File: src/rtl/fft_bfly_sequencer.sv
// Butterfly address sequencer for a 256-point radix-2 in-place FFT.
// Walks 8 stages x 128 butterflies, drains the datapath between stages, and drives the stage counter.
module fft_bfly_sequencer #(
  parameter int unsigned PIPE_DRAIN = 4
) (
  input  logic       clk,
  input  logic       n_reset,
  input  logic       start,
  input  logic [2:0] stage_count_in,
  input  logic       bfly_ready,
  output logic       bfly_valid,
  output logic [7:0] addr_a,
  output logic [7:0] addr_b,
  output logic [6:0] tw_addr,
  output logic       stage_strobe,
  output logic       stage_clear,
  output logic       busy,
  output logic       fft_done
);

  typedef enum logic [2:0] {StIdle, StClr, StRun, StDrain, StDone} state_e;

  localparam logic [3:0] DrainLoad = 4'(PIPE_DRAIN);

  state_e     state_q;
  logic [6:0] k_q;
  logic [3:0] drain_q;
  logic       last_stage_q;
  logic       valid_q, strobe_q, clear_q, busy_q, done_q;

  logic [7:0] k_ext, half, pos, a_raw;
  logic [6:0] tw_raw;
  logic [3:0] s_p1;

  // Insert a zero bit at position s of k to get the top leg; bottom leg sits half above it.
  always_comb begin
    s_p1   = {1'b0, stage_count_in} + 4'd1;
    k_ext  = {1'b0, k_q};
    half   = 8'd1 << stage_count_in;
    pos    = k_ext & (half - 8'd1);
    a_raw  = ((k_ext >> stage_count_in) << s_p1) | pos;
    tw_raw = pos[6:0] << (3'd7 - stage_count_in);
  end

  // Addresses are forced to zero whenever nothing is offered, which also gives all-zero reset outputs.
  assign bfly_valid   = valid_q;
  assign addr_a       = valid_q ? a_raw : 8'd0;
  assign addr_b       = valid_q ? (a_raw + half) : 8'd0;
  assign tw_addr      = valid_q ? tw_raw : 7'd0;
  assign stage_strobe = strobe_q;
  assign stage_clear  = clear_q;
  assign busy         = busy_q;
  assign fft_done     = done_q;

  always_ff @(posedge clk or negedge n_reset) begin
    if (!n_reset) begin
      state_q      <= StIdle;
      k_q          <= 7'd0;
      drain_q      <= 4'd0;
      last_stage_q <= 1'b0;
      valid_q      <= 1'b0;
      strobe_q     <= 1'b0;
      clear_q      <= 1'b0;
      busy_q       <= 1'b0;
      done_q       <= 1'b0;
    end else begin
      strobe_q <= 1'b0;
      clear_q  <= 1'b0;
      done_q   <= 1'b0;
      case (state_q)
        StIdle: begin
          if (start) begin
            state_q <= StClr;
            clear_q <= 1'b1;
            busy_q  <= 1'b1;
          end
        end
        StClr: begin
          k_q     <= 7'd0;
          valid_q <= 1'b1;
          state_q <= StRun;
        end
        StRun: begin
          if (bfly_ready) begin
            k_q <= k_q + 7'd1;
            if (k_q == 7'd127) begin
              last_stage_q <= (stage_count_in == 3'd7);
              drain_q      <= DrainLoad;
              valid_q      <= 1'b0;
              strobe_q     <= 1'b1;
              state_q      <= StDrain;
            end
          end
        end
        StDrain: begin
          drain_q <= drain_q - 4'd1;
          if (drain_q == 4'd1) begin
            if (last_stage_q) begin
              done_q  <= 1'b1;
              state_q <= StDone;
            end else begin
              valid_q <= 1'b1;
              state_q <= StRun;
            end
          end
        end
        StDone: begin
          busy_q  <= 1'b0;
          state_q <= StIdle;
        end
        default: state_q <= StIdle;
      endcase
    end
  end

endmodule

File: config.mk
export PLATFORM = sky130hd
export DESIGN_NAME = fft_bfly_sequencer
export DESIGN_NICKNAME = d
export VERILOG_FILES = /design/src/rtl/fft_bfly_sequencer.sv
export SDC_FILE = /design/constraint.sdc
export NUM_CORES = 1
export LEC_CHECK = 0
export BUFFER_PORTS_ARGS = -buffer_cell sky130_fd_sc_hd__buf_2
export CAP_MARGIN = 10
export CORE_MARGIN = 2
export CORE_UTILIZATION = 54
export CTS_BUF_LIST = sky130_fd_sc_hd__clkbuf_4 sky130_fd_sc_hd__clkbuf_8
export DETAILED_ROUTE_END_ITERATION = 10
export GPL_ROUTABILITY_DRIVEN = 0
export GPL_TIMING_DRIVEN = 0
export PLACE_DENSITY_LB_ADDON = 0.08
export REMOVE_ABC_BUFFERS = 1
export SETUP_SLACK_MARGIN = 0.15
export SLEW_MARGIN = 30
export SYNTH_ARGS = -nofsm -noshare
export SYNTH_HDL_FRONTEND = slang
export SYNTH_SLANG_ARGS = --single-unit
File: constraint.sdc
create_clock -name clk -period 3.8 [get_ports clk]
set_clock_uncertainty 0.15 [all_clocks]
set_input_delay 0.38 -clock clk [delete_from_list [all_inputs] [get_ports clk]]
set_output_delay 0.38 -clock clk [all_outputs]
set_load 0.1 [all_outputs]
==> out/results.env <==
GRT_SETUP_UNREPAIRED='yes'
SYNTHARSTFLOPSHARE=1.000
HOLD_PATH_END='stage_clear'
TRITONCTS_NUM_SINKS=20
CLK_PIN_SLEW_PS=60
FINALCRITICALPERIOD_PS=3734
FULL_DIE_AREA_UM2=4745
DRT_ITER0_MARKERS=224
WORSTPATHARRIVAL_PS=3200
CELL_AT_THE_ROOT_OF_THE_CLOCK_TREE='clkbuf_8'
YOSYS_WARNINGS=0
ROUTE.ANTENNA.REMAINING_NETS=0
STANDARD_CELL_CORE_AREA_UM2=4029
DIODES_INSERTED=0
SYNTH.LIB_CELLS_USED.DISTINCT=60
GRT_MAX_DEGREE=30
SYNTHTOPCELLSBYAREA='dfrtp_1 22%, ha_1 9.4%, and2_1 5.0%, nand2_1 4.6%, o21ai_0 4.4%'
STATIC_LEAKAGE_nW=1.480
INITIAL_UTILIZATION=0.5643
FINALHOLDVIOLCOUNT=0
SYNTH_TOP_CELL_BY_AREA='dfrtp_1'
REPORT.FINAL.SETUP_VIOL=0
GRT_FIRST_PASS_WIRELENGTH_MM=9.453
GRT_ANTENNA_BEFORE_REPAIR=0
SETUP.WORST_PATH.START_CLASS='input pin'
CRITPATHCAPTURETYPE='output port'
FIN_TNS_SETUP_PS=0
DRC_ERRORS=0
FINAL_HOLD_SLACK_PS=209.7
WIRELENGTH_MM=7.520
CTS_MADE_BUFFERS=3
FINAL.PERIOD_UTILIZATION=0.9825
WORST_EP_REQUIRED_TIME_PS=3270
CRITICALPATHCATEGORY='in2out'
OUTCOME='finished clean'
GRT_PASS1_VIAS=2096
POST_SYNTH.CELL_AREA_AVG_UM2=7.839
TOTAL_ROUTING_USAGE_GR=0.2581
SLEW_VIOL_FINAL=0
ROWS=23
GR-TOTAL-OVERFLOW=0
YOSYSMOSTFREQUENTCELL='nand2_1'
HTREEDEPTH=1
WORSTPATHMAXFANOUT=6
CLOCKBUFFERDEPTH=2
HOLDCRITSTARTPOINT='start'
FIN_UTIL=0.8009
R2R_START='state_q[2]'
WORSTHOLDPATHTYPE='in2reg'
FINAL_CELL_COUNT_WITHOUT_FILLERS=408
FMAX_MHz=267.8
SYNTHDOMINANTCELLAREASHARE=0.2201
FLOORPLAN.DIE.HEIGHT_UM=68.89
POST-DP-HPWL_MM=3.868
REG2REG_TO='last_stage_q'
DETAILROUTE.VIA_COUNT=2586
TOTAL_POWER_mW=1.772
DRIVE_GT1_FRAC=0.3911
WIRE_PER_INST_UM=18.43
MAX-SLEW-MARGIN-REL=0.5368
CLOCK_TREE_FROM_TRITONCTS='done'
SYNTH_FF_TYPE='dfrtp_1'
FLOP_AND_LATCH_COUNT_OUT_OF_SYNTHESIS=20
VDD.IR_DROP.WORST_mV=0.3267
SYNTH-EDFF-COUNT=0
WORSTSKEWPAIRLATENCY_PS=250
SEQ_AREA_FRAC_SYNTH=0.2201
COUNT_OF_CELLS_ALONG_THE_WORST_REGISTER_TO_REGISTER_PATH=5
AVGVIACOUNTPERCELL=6.338
MAPPED_AREA_UM2=2273
DRT-PASS1-ITER-COUNT=5
POST-PLACE-CELLS=354
SETUP.REG_TO_REG.WORST_SLACK_PS=1560
FLOORPLAN.DIE.WIDTH_UM=68.89
WORST_SLEW_PIN_SLEW_PS=694.8
HOLD_DEPTH=3
PORTBUFFERS=34
FINALNETCOUNT=385
YOSYS-TOP-CELLS-COUNT='28 x nand2_1, 20 x dfrtp_1, 20 x nor2_1, 20 x o21ai_0, 18 x and2_1'
NUM_IO_PINS=35
MAXCAPVIOLATIONS=0
AREA.GROWTH.SYNTH_TO_FINAL_PCT=41.94
POST_SYNTH_INST_COUNT=290
POWER.DENSITY_CELL_AREA_nW_PER_UM2=549.2
==> worst max-delay path by stage <==
| stage | from | to | cells after the start |
|---|---|---|---|
| CTS | k_q[4] | addr_b[7] | 12 |
| floorplan | stage_count_in[0] | addr_b[2] | 9 |
| finish | stage_count_in[1] | addr_b[7] | 15 |
| global route | stage_count_in[1] | addr_b[7] | 15 |
| global placement | stage_count_in[1] | addr_b[7] | 17 |
| detailed placement | stage_count_in[1] | addr_b[7] | 17 |
==> sequential cells by signal (all words and copies together) (netlist names) <==
signal / count
bfly_valid: 1
busy: 1
drain_q: 4
fft_done: 1
k_q: 7
last_stage_q: 1
stage_clear: 1
stage_strobe: 1
state_q: 3
==> kinds of logic (layout without fill, tap and decap cells) <==
| group | after synthesis | in the layout | synth area share |
|---|---|---|---|
| AO/OA/AOI/OAI | 74 | 74 | 0.2251 |
| adder cells (fa/ha/maj) | 18 | 18 | 0.1024 |
| multiplexers | 12 | 12 | 0.05778 |
| AND/OR/NAND/NOR | 122 | 122 | 0.2856 |
| flip-flops | 20 | 20 | 0.2201 |
| buffers and inverters | 32 | 100 | 0.06274 |
| XOR/XNOR | 12 | 12 | 0.04623 |
==> timing repair <==
| action | in CTS | in global routing |
|---|---|---|
| gates cloned | 0 | 2 |
| endpoints found under the setup margin | 13 | 6 |
| pin swaps | 9 | 15 |
| setup buffers | 16 | 32 |
| resized for setup | 56 | 35 |
| endpoints found under the hold margin | 20 | 0 |
| hold buffers | 1 | 0 |
==> cells in the final DEF (no fill, tap or decap), drive strengths merged, types with 3 or more instances in the layout <==
| master | synthesis | routed |
|---|---|---|
| nand2b | 10 | 10 |
| nand2 | 28 | 28 |
| mux2 | 6 | 6 |
| xnor2 | 3 | 3 |
| o21ai | 21 | 21 |
| inv | 11 | 12 |
| and2 | 18 | 18 |
| o221ai | 3 | 3 |
| a21oi | 12 | 12 |
| nand3b | 3 | 3 |
| buf | 13 | 79 |
| nor2b | 12 | 12 |
| nand4 | 4 | 4 |
| o31ai | 3 | 3 |
| o22ai | 3 | 3 |
| nor2 | 20 | 20 |
| o22a | 4 | 4 |
| dfrtp | 20 | 20 |
| nor3b | 4 | 4 |
| mux2i | 6 | 6 |
| o31a | 3 | 3 |
| or3 | 3 | 3 |
| ha | 17 | 17 |
| clkbuf | 7 | 8 |
| xor2 | 9 | 9 |
| nor3 | 7 | 7 |
| nand3 | 7 | 7 |
==> metal layers <==
metal | GRT usage | part of all wire | vias up
met5 | 0 | 0 | -
met3 | 0.01786 | 0.073 | 44
met1 | 0.3276 | 0.39 | 1199
li1 | - | - | 1178
met2 | 0.4663 | 0.48 | 165
met4 | 0.07843 | 0.055 | 0
==> report_power, final <==
part	leakage, nW	internal (mW)	switching (mW)
Clock	0.0216	0.0706	0.0628
Sequential	0.240	0.243	0.0476
Combinational	1.22	0.441	0.906
Total	1.48	0.755	1.02
==> cell type report <==
cell class              count  area, um2
repair buffers             85      678.2
well taps                  50      62.56
flip-flops and latches     20      509.2
clock buffers               3      41.29
inverters                  12      67.56
multi-input cells         238       1868
fillers                   253      802.0
==> worst max-delay path, stage by stage <==
cell      delay, ps
buf_16          130
clkbuf_2        150
and2_1          200
a222oi_1        250
o22a_1          240
mux2_2          210
o21ai_2          70
ha_1            360
a21oi_1         250
o211ai_1        150
nand2_1         120
xor2_2           80
and2_1          160
mux2_4          280
buf_12          170
==> through the flow <==
step,area [um2],setup WS (ps)
after CTS,2809,131.1
after global routing,3227,-43.84
after floorplan,2176,-1029
after detailed placement,2409,-1170
after global placement,2409,-1190
final,3227,66.39
No activity file was read; power rests on OpenSTA's default activity.
